[src/rtl/rf_seq_pkg.sv]
// Shared types for the RF sequence scheduler: FSM states, grant sources and
// configuration register addresses.
package rf_seq_pkg;

  typedef enum logic [3:0] {
    IDLE,
    DEAD,
    P1,
    GAP1,
    P2,
    GAP2,
    P3,
    RPULSE,
    HOLD
  } state_e;

  typedef enum logic {
    SRC_MZ   = 1'b0,
    SRC_RABI = 1'b1
  } src_e;

  localparam logic [2:0] CFG_DEAD       = 3'd0;
  localparam logic [2:0] CFG_PI2        = 3'd1;
  localparam logic [2:0] CFG_PI         = 3'd2;
  localparam logic [2:0] CFG_WAIT       = 3'd3;
  localparam logic [2:0] CFG_HOLD       = 3'd4;
  localparam logic [2:0] CFG_RABI_STEP  = 3'd5;
  localparam logic [2:0] CFG_RABI_RESET = 3'd6;

  // RF is driven only while one of these states is current.
  function automatic logic is_pulse(input state_e s);
    return s inside {P1, P2, P3, RPULSE};
  endfunction

endpackage

[src/rtl/trig_edge_sync.sv]
// Two-flop synchroniser for an asynchronous trigger pin followed by a
// rising-edge detector; rise_pulse is high for one clk cycle per edge.
module trig_edge_sync (
  input  logic clk,
  input  logic rst_n,
  input  logic async_in,
  output logic rise_pulse
);

  logic [2:0] sync_q;
  logic [2:0] sync_d;

  always_comb begin
    sync_d = {sync_q[1:0], async_in};
  end

  always_ff @(posedge clk or negedge rst_n) begin
    if (!rst_n) begin
      sync_q <= '0;
    end else begin
      sync_q <= sync_d;
    end
  end

  // sync_q[1] is the first metastability-safe sample; sync_q[2] is its history.
  assign rise_pulse = sync_q[1] & ~sync_q[2];

endmodule

[src/rtl/rf_sequence_scheduler.sv]
// Shares one RF switch between the Mach-Zehnder pulse sequence and the Rabi
// scan pulse: trigger sync, round-robin arbitration, phase timing, config regs.
//
// state  | meaning
// IDLE   | waiting for a pending request; arbitration happens here
// DEAD   | MZ pre-sequence dead time, rf low
// P1     | MZ first pi/2 pulse, rf high
// GAP1   | MZ free evolution, rf low
// P2     | MZ pi pulse, rf high
// GAP2   | MZ free evolution, rf low
// P3     | MZ closing pi/2 pulse, rf high
// RPULSE | Rabi pulse of rabi_len cycles, rf high
// HOLD   | post-run hold for the Arduino pin turnaround, rf low
module rf_sequence_scheduler
  import rf_seq_pkg::*;
#(
  parameter int CNT_W     = 32,
  parameter int DEAD_CYC  = 400,
  parameter int PI2_CYC   = 333,
  parameter int PI_CYC    = 666,
  parameter int WAIT_CYC  = 66600,
  parameter int HOLD_CYC  = 33300,
  parameter int RABI_INIT = 66,
  parameter int RABI_STEP = 66,
  parameter int RABI_MAX  = 66000
) (
  input  logic             clk,
  input  logic             rst_n,
  input  logic             mz_trig,
  input  logic             rabi_trig,
  input  logic             cfg_we,
  input  logic [2:0]       cfg_addr,
  input  logic [CNT_W-1:0] cfg_wdata,
  output logic             rf,
  output logic             mz_active,
  output logic             rabi_active,
  output logic             busy,
  output logic             seq_done,
  output logic [CNT_W-1:0] rabi_len
);

  localparam logic [CNT_W-1:0] ONE         = CNT_W'(1);
  localparam logic [CNT_W-1:0] DEAD_DEF    = CNT_W'(DEAD_CYC);
  localparam logic [CNT_W-1:0] PI2_DEF     = CNT_W'(PI2_CYC);
  localparam logic [CNT_W-1:0] PI_DEF      = CNT_W'(PI_CYC);
  localparam logic [CNT_W-1:0] WAIT_DEF    = CNT_W'(WAIT_CYC);
  localparam logic [CNT_W-1:0] HOLD_DEF    = CNT_W'(HOLD_CYC);
  localparam logic [CNT_W-1:0] STEP_DEF    = CNT_W'(RABI_STEP);
  localparam logic [CNT_W-1:0] RABI_INIT_W = CNT_W'(RABI_INIT);
  localparam logic [CNT_W:0]   RABI_MAX_W  = (CNT_W+1)'(RABI_MAX);

  // Down-counter load value: a phase of length N lasts N cycles, N=0 acts as 1.
  function automatic logic [CNT_W-1:0] ld(input logic [CNT_W-1:0] n);
    return (n == '0) ? '0 : n - ONE;
  endfunction

  logic mz_rise;
  logic rabi_rise;

  trig_edge_sync u_mz_sync (
    .clk        (clk),
    .rst_n      (rst_n),
    .async_in   (mz_trig),
    .rise_pulse (mz_rise)
  );

  trig_edge_sync u_rabi_sync (
    .clk        (clk),
    .rst_n      (rst_n),
    .async_in   (rabi_trig),
    .rise_pulse (rabi_rise)
  );

  state_e           state_q, state_d;
  src_e             src_q, src_d;
  src_e             last_q, last_d;
  logic [CNT_W-1:0] cnt_q, cnt_d;
  logic             mz_pend_q, mz_pend_d;
  logic             rabi_pend_q, rabi_pend_d;
  logic [CNT_W-1:0] cfg_dead_q, cfg_dead_d;
  logic [CNT_W-1:0] cfg_pi2_q, cfg_pi2_d;
  logic [CNT_W-1:0] cfg_pi_q, cfg_pi_d;
  logic [CNT_W-1:0] cfg_wait_q, cfg_wait_d;
  logic [CNT_W-1:0] cfg_hold_q, cfg_hold_d;
  logic [CNT_W-1:0] cfg_step_q, cfg_step_d;
  logic [CNT_W-1:0] act_pi2_q, act_pi2_d;
  logic [CNT_W-1:0] act_pi_q, act_pi_d;
  logic [CNT_W-1:0] act_wait_q, act_wait_d;
  logic [CNT_W-1:0] act_hold_q, act_hold_d;
  logic [CNT_W-1:0] rabi_len_q, rabi_len_d;
  logic             rabi_sup_q, rabi_sup_d;
  logic             rf_q, rf_d;
  logic             mz_act_q, mz_act_d;
  logic             rabi_act_q, rabi_act_d;
  logic             busy_q, busy_d;
  logic             done_q, done_d;

  logic             grant_mz;
  logic             grant_rabi;
  logic [CNT_W:0]   rsum;

  always_comb begin
    state_d     = state_q;
    src_d       = src_q;
    last_d      = last_q;
    cnt_d       = cnt_q;
    cfg_dead_d  = cfg_dead_q;
    cfg_pi2_d   = cfg_pi2_q;
    cfg_pi_d    = cfg_pi_q;
    cfg_wait_d  = cfg_wait_q;
    cfg_hold_d  = cfg_hold_q;
    cfg_step_d  = cfg_step_q;
    act_pi2_d   = act_pi2_q;
    act_pi_d    = act_pi_q;
    act_wait_d  = act_wait_q;
    act_hold_d  = act_hold_q;
    rabi_len_d  = rabi_len_q;
    rabi_sup_d  = rabi_sup_q;
    done_d      = 1'b0;
    grant_mz    = 1'b0;
    grant_rabi  = 1'b0;
    rsum        = {1'b0, rabi_len_q} + {1'b0, cfg_step_q};

    case (state_q)
      IDLE: begin
        // Round-robin only matters when both are pending.
        if (mz_pend_q && (!rabi_pend_q || last_q == SRC_RABI)) begin
          grant_mz = 1'b1;
        end else if (rabi_pend_q) begin
          grant_rabi = 1'b1;
        end

        if (grant_mz) begin
          state_d    = DEAD;
          cnt_d      = ld(cfg_dead_q);
          src_d      = SRC_MZ;
          last_d     = SRC_MZ;
          act_pi2_d  = cfg_pi2_q;
          act_pi_d   = cfg_pi_q;
          act_wait_d = cfg_wait_q;
          act_hold_d = cfg_hold_q;
        end else if (grant_rabi) begin
          state_d    = RPULSE;
          cnt_d      = ld(rabi_len_q);
          src_d      = SRC_RABI;
          last_d     = SRC_RABI;
          act_hold_d = cfg_hold_q;
          rabi_sup_d = 1'b0;
        end
      end

      default: begin
        if (cnt_q != '0) begin
          cnt_d = cnt_q - ONE;
        end else begin
          case (state_q)
            DEAD:   begin state_d = P1;   cnt_d = ld(act_pi2_q);  end
            P1:     begin state_d = GAP1; cnt_d = ld(act_wait_q); end
            GAP1:   begin state_d = P2;   cnt_d = ld(act_pi_q);   end
            P2:     begin state_d = GAP2; cnt_d = ld(act_wait_q); end
            GAP2:   begin state_d = P3;   cnt_d = ld(act_pi2_q);  end
            P3:     begin state_d = HOLD; cnt_d = ld(act_hold_q); end
            RPULSE: begin
              state_d = HOLD;
              cnt_d   = ld(act_hold_q);
              if (!rabi_sup_q) begin
                rabi_len_d = (rsum > RABI_MAX_W) ? RABI_INIT_W : rsum[CNT_W-1:0];
              end
            end
            HOLD: begin
              state_d = IDLE;
              done_d  = 1'b1;
            end
            default: state_d = IDLE;
          endcase
        end
      end
    endcase

    // Writes land after the FSM so a same-cycle grant still snapshots the old value.
    if (cfg_we) begin
      case (cfg_addr)
        CFG_DEAD:      cfg_dead_d = cfg_wdata;
        CFG_PI2:       cfg_pi2_d  = cfg_wdata;
        CFG_PI:        cfg_pi_d   = cfg_wdata;
        CFG_WAIT:      cfg_wait_d = cfg_wdata;
        CFG_HOLD:      cfg_hold_d = cfg_wdata;
        CFG_RABI_STEP: cfg_step_d = cfg_wdata;
        CFG_RABI_RESET: begin
          rabi_len_d = RABI_INIT_W;
          if (state_q == RPULSE || grant_rabi) begin
            rabi_sup_d = 1'b1;
          end
        end
        default: ;
      endcase
    end

    mz_pend_d   = (mz_pend_q & ~grant_mz) | mz_rise;
    rabi_pend_d = (rabi_pend_q & ~grant_rabi) | rabi_rise;

    rf_d       = is_pulse(state_d);
    busy_d     = (state_d != IDLE);
    mz_act_d   = busy_d && (src_d == SRC_MZ);
    rabi_act_d = busy_d && (src_d == SRC_RABI);
  end

  always_ff @(posedge clk or negedge rst_n) begin
    if (!rst_n) begin
      state_q     <= IDLE;
      src_q       <= SRC_RABI;
      last_q      <= SRC_RABI;
      cnt_q       <= '0;
      mz_pend_q   <= 1'b0;
      rabi_pend_q <= 1'b0;
      cfg_dead_q  <= DEAD_DEF;
      cfg_pi2_q   <= PI2_DEF;
      cfg_pi_q    <= PI_DEF;
      cfg_wait_q  <= WAIT_DEF;
      cfg_hold_q  <= HOLD_DEF;
      cfg_step_q  <= STEP_DEF;
      act_pi2_q   <= PI2_DEF;
      act_pi_q    <= PI_DEF;
      act_wait_q  <= WAIT_DEF;
      act_hold_q  <= HOLD_DEF;
      rabi_len_q  <= RABI_INIT_W;
      rabi_sup_q  <= 1'b0;
      rf_q        <= 1'b0;
      mz_act_q    <= 1'b0;
      rabi_act_q  <= 1'b0;
      busy_q      <= 1'b0;
      done_q      <= 1'b0;
    end else begin
      state_q     <= state_d;
      src_q       <= src_d;
      last_q      <= last_d;
      cnt_q       <= cnt_d;
      mz_pend_q   <= mz_pend_d;
      rabi_pend_q <= rabi_pend_d;
      cfg_dead_q  <= cfg_dead_d;
      cfg_pi2_q   <= cfg_pi2_d;
      cfg_pi_q    <= cfg_pi_d;
      cfg_wait_q  <= cfg_wait_d;
      cfg_hold_q  <= cfg_hold_d;
      cfg_step_q  <= cfg_step_d;
      act_pi2_q   <= act_pi2_d;
      act_pi_q    <= act_pi_d;
      act_wait_q  <= act_wait_d;
      act_hold_q  <= act_hold_d;
      rabi_len_q  <= rabi_len_d;
      rabi_sup_q  <= rabi_sup_d;
      rf_q        <= rf_d;
      mz_act_q    <= mz_act_d;
      rabi_act_q  <= rabi_act_d;
      busy_q      <= busy_d;
      done_q      <= done_d;
    end
  end

  assign rf          = rf_q;
  assign mz_active   = mz_act_q;
  assign rabi_active = rabi_act_q;
  assign busy        = busy_q;
  assign seq_done    = done_q;
  assign rabi_len    = rabi_len_q;

endmodule

[config.mk]
export PLATFORM = sky130hd
export DESIGN_NAME = rf_sequence_scheduler
export DESIGN_NICKNAME = d
export VERILOG_FILES = /design/src/rtl/rf_seq_pkg.sv /design/src/rtl/trig_edge_sync.sv /design/src/rtl/rf_sequence_scheduler.sv
export SDC_FILE = /design/constraint.sdc
export NUM_CORES = 1
export LEC_CHECK = 0
export ABC_CLOCK_PERIOD_IN_PS = 6010
export BUFFER_PORTS_ARGS = -buffer_cell sky130_fd_sc_hd__buf_2
export CAP_MARGIN = 20
export CORE_UTILIZATION = 30
export DETAILED_ROUTE_END_ITERATION = 8
export SETUP_SLACK_MARGIN = 0.1
export SYNTH_ARGS = -nofsm -noshare
export SYNTH_HDL_FRONTEND = slang
export SYNTH_HIERARCHICAL = 1
export SYNTH_SLANG_ARGS = --single-unit
[constraint.sdc]
create_clock -name clk -period 6.01 [get_ports clk]
set_clock_uncertainty 0.1 [all_clocks]
set_input_delay 1.202 -clock clk [delete_from_list [all_inputs] [get_ports clk]]
set_output_delay 1.202 -clock clk [all_outputs]
set_load 0.02 [all_outputs]
## Word-level counts from Yosys, hierarchy flattened

Cells that the tools add are included.

- Add/sub/neg operators: 8
- Order comparisons: 1
- Equality and inequality tests: 19
- Mux-type cells: 46
- Bitwise logic cells: 11
- Reductions and logical operators: 31

Operators with widths:

| kind | number |
|---|---|
| $mux 32 | 19 |
| $sub 32x1->32 const B | 7 |
| $logic_not 32->1 | 6 |
| $pmux 32 s4 | 1 |
| $add 32x32->33 | 1 |
| $gt 33x17->1 const B | 1 |
| $reduce_bool 32->1 | 1 |
| $eq 4x3->1 const B | 7 |
| $pmux 4 s6 | 1 |
| $mux 1 | 21 |
| $reduce_and 2->1 | 9 |
| $mux 4 | 4 |
| $eq 4x2->1 const B | 3 |
| $eq 3x3->1 const B | 3 |
| $reduce_bool 4->1 | 2 |
| $eq 3x2->1 const B | 2 |
| $reduce_bool 6->1 | 1 |
| $reduce_or 2->1 | 3 |
| $not 1->1 | 5 |
| $and 1x1->1 | 4 |
| $eq 4x1->1 const B | 1 |
| $eq 4x4->1 const B | 1 |
| $logic_not 4->1 | 1 |
| $eq 3x1->1 const B | 1 |
| other kinds (7) | 11 |

- Register bits after elaboration: 404
- Input port bits: 40
- Logic and storage cells: 141

## Logic depth before layout (Yosys ltp)

Gate-level depths: netlist (run 1).

- Word-level depth: 11
- Mapped depth: 15

## Modules after synthesis

Netlist (run 1), hierarchy kept.

By module, submodules not included:

| module | times used | cells an instance | area each (um2) | sequential area each (um2) |
|---|---|---|---|---|
| rf_sequence_scheduler | 1 | 2315 | 22232.6 | 10015.9 |
| trig_edge_sync | 2 | 4 | 88.8 | 75.1 |

## Worst setup path after synthesis (run 1)

Ideal clock, no wire load.

- Path kind: reg2reg
- Start: register cnt_q[0]
- End: register rabi_len_q[11] (netlist: rabi_len[11])
- Setup time: 104 ps
- Data arrival time: 4193 ps
- Path slack: 1613 ps
- Stages on the path, launching flop included: 16
- Path buffers: 4
- Path through: dfrtp_1 > inv_1 > ha_1 > nor4b_1 > nand4_2 > or3_1 > buf_2 > or3_1 > clkbuf_2 > or3_1 > a2111oi_2 > nand4_1 > or4b_1 > buf_6 > buf_8 > o41ai_2

- Longest elaborated chain between the ends: 5

RTL lines:

| item | RTL line | RTL |
|---|---|---|
| from (decl) | rf_sequence_scheduler.sv:77 | `logic [CNT_W-1:0] cnt_q, cnt_d;` |
| from (signal assigned) | rf_sequence_scheduler.sv:237 | `cnt_q <= cnt_d;` |
| $reduce_bool 32->1 * | rf_sequence_scheduler.sv:153 | `if (cnt_q != '0) begin` |
| $mux 32 * | rf_sequence_scheduler.sv:153 |  |
| $mux 32 * | rf_sequence_scheduler.sv:124 | `case (state_q)` |
| $mux 32 | rf_sequence_scheduler.sv:182 | `case (cfg_addr)` |
| $mux 32 * | rf_sequence_scheduler.sv:181 | `if (cfg_we) begin` |
| net rabi_len_d[11] | rf_sequence_scheduler.sv:90 | `logic [CNT_W-1:0] rabi_len_q, rabi_len_d;` |
| to (signal assigned) | rf_sequence_scheduler.sv:250 | `rabi_len_q <= rabi_len_d;` |
| to (decl) | rf_sequence_scheduler.sv:90 |  |

Mark *: on every way through the listed nets, which the timed path passes. The rest lies on a longest branch.
A chain may end at the register's enable or synchronous reset.

## Worst setup path after layout (run 1)

- Start: register cnt_q[24]
- End: register rabi_len_q[6] (netlist: rabi_len[6])

Same word-level chain as after synthesis.

==> impl_metrics.tcl, run 1 <==
set metrics [dict create \
    drt-wirelength-per-cell_um 19.7 \
    cts_root_buf "sky130_fd_sc_hd__clkbuf_16" \
    syn-mean-instance-area_um2 9.65 \
    antenna_cells_inserted 0 \
    synth.cell_area_mm2 0.0224 \
    cts.htree.levels 2 \
    power.leakage_nw 10.6 \
    bufs_and_invs_on_worst_path 0 \
    postSynth.topFlopCell "sky130_fd_sc_hd__dfrtp_1" \
    post_synthesis_share_of_cell_area_spent_on_and_or_nand_and_nor_gates_pct 19.4 \
    synth-async-reset-ratio_pct 100 \
    cp_cell_sequence "or4_4 > or3b_4 > or3_1 > or3_1 > or3_1 > a2111oi_2 > nand4_1 > or4b_1 > o41a_1" \
    clkSinkCount 404 \
    slowest_delay_ps 890 \
    ioPinCount 77 \
    num-nets-final 2438 \
    wire_length_of_the_first_global_routing_pass_mm 102 \
    vdd_drop_max_mv 0.224 \
    yosys_register_bits 404 \
    dominant_combinational_cell_family_by_area_after_synthesis "simple AND/OR/NAND/NOR gates" \
    cts_buffers 45 \
    timing.fmax_mhz 196 \
    io_buffer_count 76 \
    synth_compound_gate_area_share_pct 11.1 \
    timing.setup.tns_ps 0 \
    critical_path.slowest_cell "sky130_fd_sc_hd__or4b_1" \
    start_util_pct 30.5 \
    synth-edff-count 0 \
    globalRouteOverflowTotal 0 \
    drt_pass1_iterations 5 \
    worstMarginPinSlew_ps 1110 \
    rsz0062_at_grt "no" \
    synthesis.nets 2406 \
    max_slew_margin_pct 25.8 \
    grtUsageTotal_pct 17.4 \
    timing_max_transition_violations_final 0 \
    cts_resized 0 \
    ys_top_cells_by_area "sky130_fd_sc_hd__dfrtp_1, sky130_fd_sc_hd__mux2_2, sky130_fd_sc_hd__nand2_1, sky130_fd_sc_hd__dfstp_2, sky130_fd_sc_hd__xnor2_1" \
    ys_seq_area_share_pct 45.4 \
    die_width_um 275 \
    number_of_antenna_violations_at_the_first_check_in_global_routing 2 \
    die_height_um 275 \
    drive_gt1_share_pct 20.6 \
    drc_violation_count_after_routing 0 \
    gp_routability_congestion 0.901 \
    synth.lib_cells_used.distinct 79 \
    critPathMaxFanout 17 \
    max_cap_violations 0 \
    fin_crit_ps 5110 \
    fin_total_pwr_mw 10.9 \
    synth_largest_area_cell "sky130_fd_sc_hd__dfrtp_1" \
    vias_cell 5.31 \
    flow.area_growth_from_synthesis_pct 13.0 \
    critPathTopFamily "simple AND/OR/NAND/NOR gates" \
    final_hold_viol_count 0 \
    die_footprint_mm2 0.0758 \
    final.period_utilization_pct 85.0 \
    worst_ep_required_time_ps 6420 \
    power_per_cell_area_mw_per_mm2 430 \
    setup.worst_path.class "reg -> reg" \
    run_status "complete, no violations" \
    yosys.area_share.xor_xnor_pct 7.78 \
    hold_path.class "reg -> reg" \
    place.detailed.hpwl_mm 47.0 \
    post_route_wl_mm 65.9 \
    share_of_yosys_cell_area_claimed_by_the_top_area_cell_type_pct 40.1 \
    hold_buf_cts 0 \
    muxShareOfSynthArea_pct 11.2 \
    ant_nets 0 \
    kind_of_launch_point_of_the_worst_setup_path "register" \
    clkSlewWorstSetupHoldPaths_ps 60 \
    clock_insertion_delay_worst_skew_ps 590 \
    grt_max_degree 122 \
    vias_in_the_first_global_route 17300 \
    floorplan.core_area_mm2 0.0735 \
    bufs_on_longest_clock_path 3 \
    detailroute.via_count 17800 \
    worst_setup_path_end_kind "register" \
    postCtsSetupBuffers 0 \
    setup_viol_count_final 0 \
    post_synth_inst_count 2323 \
    ys.warnings.count 6 \
    placementRows 99 \
    tritoncts "yes" \
    crit_path_frequent_cell "sky130_fd_sc_hd__or3_1" \
    dr.first_iter.drc_count 1379 \
    post_synth_fa_ha_maj_area_fraction_pct 2.43 \
    critical_path_arrival_ps 5520 \
]
[final timing paths]
kind | startpoint | end | slack (ps) | cells after the start
worst max-delay path | cnt_q[24]$_DFFE_PN0P_ | rabi_len[6]$_DFF_PN1_ | 900 | 9
worst min-delay path | u_rabi_sync/sync_q[0]$_DFF_PN0_ | u_rabi_sync/sync_q[1]$_DFF_PN0_ | 250 | 0
worst max register to register | cnt_q[24]$_DFFE_PN0P_ | rabi_len[6]$_DFF_PN1_ | 900 | 9
worst min register to register | u_rabi_sync/sync_q[0]$_DFF_PN0_ | u_rabi_sync/sync_q[1]$_DFF_PN0_ | 250 | 0
max in group asynchronous | rst_n | cfg_dead_q[2]$_DFFE_PN0P_ | 4140 | 2
min in group asynchronous | rst_n | cfg_pi_q[23]$_DFFE_PN0P_ | 530 | 1
[synth_stat cells (all sizes together) (15+ instances only)]
| cell type | n |
|---|---|
| o221ai | 17 |
| nor3 | 81 |
| clkbuf | 109 |
| nand4 | 29 |
| xor2 | 75 |
| nor4 | 53 |
| o22ai | 59 |
| dfrtp | 359 |
| o21ai | 89 |
| ha | 42 |
| nand2 | 404 |
| dfstp | 45 |
| nand3 | 25 |
| and3 | 20 |
| inv | 29 |
| or4 | 29 |
| mux2 | 222 |
| o31ai | 19 |
| o41ai | 18 |
| nor2b | 15 |
| or3 | 42 |
| o211ai | 16 |
| nor2 | 160 |
| xnor2 | 124 |
| a21oi | 87 |
[worst reg2reg max path: cells and delay by family, from the launching register on]
kind	cells	cell delay [ps]
simple gates	7	3760
compound gates	2	760
flops	1	430
[stage by stage]
step	area, um^2	util [%]	hold slack [ps]	worst slack [ps]	instances
3_5_place_dp	23900	32.5	239	965	3267
5_1_grt	25300	34.5	262	682	3348
6_report	25300	34.5	254	903	3348
4_1_cts	25300	34.5	257	933	3348
3_3_place_gp	23900	32.5	242	1010	3267
2_1_floorplan	22400	-	231	1610	2323
[cell type report]
type / count / area [um^2]
Sequential cell: 404 / 10200
Clock inverter: 14 / 116
Timing Repair Buffer: 106 / 641
Multi-Input combinational cell: 1769 / 11800
Tap cell: 959 / 1200
Inverter: 29 / 109
Clock buffer: 67 / 1330
Fill cell: 7498 / 48100
[cell usage in the layout (no fill, tap or decap), drive strengths merged, types with 45 or more instances in the layout]
cell type	n
buf	106
nand2	404
xor2	75
dfrtp	359
o22ai	59
mux2	222
clkbuf	67
o21ai	89
nor3	81
nor2	160
nor4	53
xnor2	124
dfstp	45
a21oi	87
[registers in the layout, indices dropped and copies added, names as in the netlist, 3 cells and up]
| signal | count |
|---|---|
| act_hold_q | 32 |
| act_pi2_q | 32 |
| act_pi_q | 32 |
| act_wait_q | 32 |
| cfg_dead_q | 32 |
| cfg_hold_q | 32 |
| cfg_pi2_q | 32 |
| cfg_pi_q | 32 |
| cfg_step_q | 32 |
| cfg_wait_q | 32 |
| cnt_q | 32 |
| rabi_len | 32 |
| state_q | 4 |
| u_mz_sync/sync_q | 3 |
| u_rabi_sync/sync_q | 3 |
[per-layer routing]
metal	track usage (%)	part of all wire [%]	vias to the layer above
li1	-	-	8351
met1	24.2	46	8848
met2	27.2	45	459
met3	2.76	5.4	117
met4	6.30	3.2	2
met5	0	0.012	-
[logic make-up (layout without fill, tap and decap cells)]
family / after synthesis / count (layout)
simple gates: 920 / 920
flops: 404 / 404
compound gates: 383 / 383
mux: 224 / 224
xor+xnor: 199 / 199
buf+inv: 150 / 216
fa+ha+maj: 43 / 43
[report_power, final]
group | switching (mW) | internal [mW]
logic | 2.19 | 1.60
registers | 0.815 | 3.55
clock network | 1.16 | 1.57
No activity file was read; power rests on OpenSTA's default activity.
==> inputs of run 2 (changes only) <==
Settings changed: ABC_CLOCK_PERIOD_IN_PS 6010 to 4750.
Clock period 6.01 ns to 4.75 ns, I/O delays scaled along.
==> run 2 against run 1 <==
Utilization increased by 0.32 points. Global-route usage increased by 0.12 points. Count of clock-buffer cells in the layout decreased by 2. Fmax increased by 17%. Non-clock buffer count increased by 24. Hold slack got worse by 4.7 ps. Die area unchanged. Register-to-register slack got worse by 520 ps. Wire length increased by 0.74%. Combinational power increased by 28%. Final cell count increased by 0.69%. Sequential power increased by 27%. Highest routed layer unchanged.
==> impl_metrics.tcl, run 2 (synthesis gave the netlist of run 1 again) <==
set metrics [dict create \
    worstMarginPinSlew_ps 1120 \
    floorplan.core_area_mm2 0.0735 \
    timing.setup.tns_ps 0 \
    critPathTopFamily "simple AND/OR/NAND/NOR gates" \
    vdd_drop_max_mv 0.254 \
    critical_path_arrival_ps 4720 \
    kind_of_launch_point_of_the_worst_setup_path "register" \
    flow.area_growth_from_synthesis_pct 14.0 \
    cp_cell_sequence "or4_4 > or3b_4 > or3_1 > or3_1 > or3_1 > a2111oi_2 > nand4_1 > or4b_1 > buf_4 > o41ai_1" \
    max_cap_violations 0 \
    worst_setup_path_end_kind "register" \
    bufs_and_invs_on_worst_path 1 \
    timing.fmax_mhz 229 \
    drive_gt1_share_pct 21.3 \
    dr.first_iter.drc_count 1406 \
    max_slew_margin_pct 25.3 \
    worst_ep_required_time_ps 5100 \
    number_of_antenna_violations_at_the_first_check_in_global_routing 3 \
    slowest_delay_ps 580 \
    die_width_um 275 \
    drt-wirelength-per-cell_um 19.7 \
    power_per_cell_area_mw_per_mm2 544 \
    clock_insertion_delay_worst_skew_ps 580 \
    run_status "complete, no violations" \
    cts_buffers 43 \
    final_cell_count_no_fill 3371 \
    vias_cell 5.33 \
    ant_nets 0 \
    globalRouteOverflowTotal 0 \
    die_height_um 275 \
    ioPinCount 77 \
    setup_viol_count_final 0 \
    timing_max_transition_violations_final 0 \
    cts.htree.levels 2 \
    wire_length_of_the_first_global_routing_pass_mm 103 \
    placementRows 99 \
    slack_of_the_worst_reg_to_reg_path_ps 380 \
    gp_routability_congestion 0.919 \
    io_buffer_count 76 \
    start_util_pct 30.5 \
    num-nets-final 2460 \
    hold_buf_cts 0 \
    drt_pass1_iterations 5 \
    layout.cells.most_common_list "sky130_fd_sc_hd__nand2_1, sky130_fd_sc_hd__dfrtp_1, sky130_fd_sc_hd__mux2_2" \
    final_hold_viol_count 0 \
    cts_root_buf "sky130_fd_sc_hd__clkbuf_16" \
    detailroute.via_count 18000 \
    grt_max_degree 100 \
    critPathMaxFanout 17 \
    tritoncts "yes" \
    drc_violation_count_after_routing 0 \
    clkSinkCount 404 \
    filler_cell_count 7496 \
    place.detailed.hpwl_mm 47.9 \
    clkSlewWorstSetupHoldPaths_ps 60 \
    power.leakage_nw 10.8 \
    bufs_on_longest_clock_path 3 \
    fin_crit_ps 4370 \
    hold_path.class "reg -> reg" \
    cts_resized 0 \
    final_common_cell "sky130_fd_sc_hd__nand2_1" \
    vias_in_the_first_global_route 17300 \
    crit_path_frequent_cell "sky130_fd_sc_hd__or3_1" \
    critical_path.slowest_cell "sky130_fd_sc_hd__or4_4" \
    grtUsageTotal_pct 17.5 \
    postCtsSetupBuffers 0 \
    place_inst 3289 \
    die_footprint_mm2 0.0758 \
    rsz0062_at_grt "no" \
    post_route_wl_mm 66.3 \
    final.period_utilization_pct 91.9 \
    setup.worst_path.class "reg -> reg" \
]
==> run 2: cell count changes in the layout (fill, tap and decap cells not counted) <==
cell | previous run | this run
sky130_fd_sc_hd__clkbuf_1 | 11 | 12
sky130_fd_sc_hd__clkinvlp_4 | 1 | 3
sky130_fd_sc_hd__buf_4 | 28 | 49
sky130_fd_sc_hd__buf_12 | 2 | 5
sky130_fd_sc_hd__bufinv_16 | 1 | 4
sky130_fd_sc_hd__clkbuf_8 | 10 | 9
sky130_fd_sc_hd__diode_2 | 0 | 1
sky130_fd_sc_hd__clkbuf_16 | 46 | 44
sky130_fd_sc_hd__clkinv_2 | 9 | 5
sky130_fd_sc_hd__inv_6 | 0 | 1
sky130_fd_sc_hd__clkinv_4 | 2 | 0
==> run 2: through the flow <==
stage	utilization (%)	hold slack (ps)	setup slack, ps	total power, mW	area (um^2)
2_1_floorplan	-	231	353	8.76	22400
3_3_place_gp	32.7	239	480	10.3	24000
3_5_place_dp	32.7	242	426	10.4	24000
4_1_cts	34.7	252	414	13.9	25500
5_1_grt	34.8	263	226	14.8	25500
6_report	34.8	249	383	13.9	25600
==> run 2: final cells by class <==
cell class | count | area (um^2) | share of cell area (%)
Clock buffer | 65 | 1270 | 4.97
Sequential cell | 404 | 10200 | 39.8
Timing Repair Buffer | 130 | 858 | 3.36
Clock inverter | 14 | 193 | 0.754
Tap cell | 959 | 1200 | 4.70
Inverter | 29 | 109 | 0.426
Multi-Input combinational cell | 1769 | 11800 | 46.0
Antenna cell | 1 | 2.50 | 0.00979
==> run 2: report_power, final <==
part	internal, mW	leakage, nW	switching (mW)	total [mW]
Combinational	2.09	5.08	2.75	4.85
Clock	2.07	0.709	1.46	3.53
Sequential	4.49	4.97	1.04	5.54
==> run 2: worst paths after layout <==
path	cells past startpoint	from	to
worst max-delay path	10	cnt_q[24]$_DFFE_PN0P_	rabi_len[8]$_DFF_PN0_
worst min-delay path	0	u_rabi_sync/sync_q[0]$_DFF_PN0_	u_rabi_sync/sync_q[1]$_DFF_PN0_
worst max register to register	10	cnt_q[24]$_DFFE_PN0P_	rabi_len[8]$_DFF_PN0_
worst min register to register	0	u_rabi_sync/sync_q[0]$_DFF_PN0_	u_rabi_sync/sync_q[1]$_DFF_PN0_
max in group asynchronous	2	rst_n	act_pi_q[4]$_DFFE_PN1P_
min in group asynchronous	1	rst_n	act_hold_q[24]$_DFFE_PN0P_
==> run 2: per-layer routing <==
metal,global-route usage [%],wire (um),vias up
met4,5.25,1730,4
met2,27.6,30300,535
met3,2.76,4120,101
met5,0,22,-
li1,-,-,8418
met1,24.6,30100,8901
==> run 2: worst register-to-register path: stages (launching register included) <==
cell	delay (ps)
sky130_fd_sc_hd__dfrtp_1	420
sky130_fd_sc_hd__or4_4	580
sky130_fd_sc_hd__or3b_4	430
sky130_fd_sc_hd__or3_1	400
sky130_fd_sc_hd__or3_1	420
sky130_fd_sc_hd__or3_1	420
sky130_fd_sc_hd__a2111oi_2	210
sky130_fd_sc_hd__nand4_1	130
sky130_fd_sc_hd__or4b_1	520
sky130_fd_sc_hd__buf_4	230
sky130_fd_sc_hd__o41ai_1	400
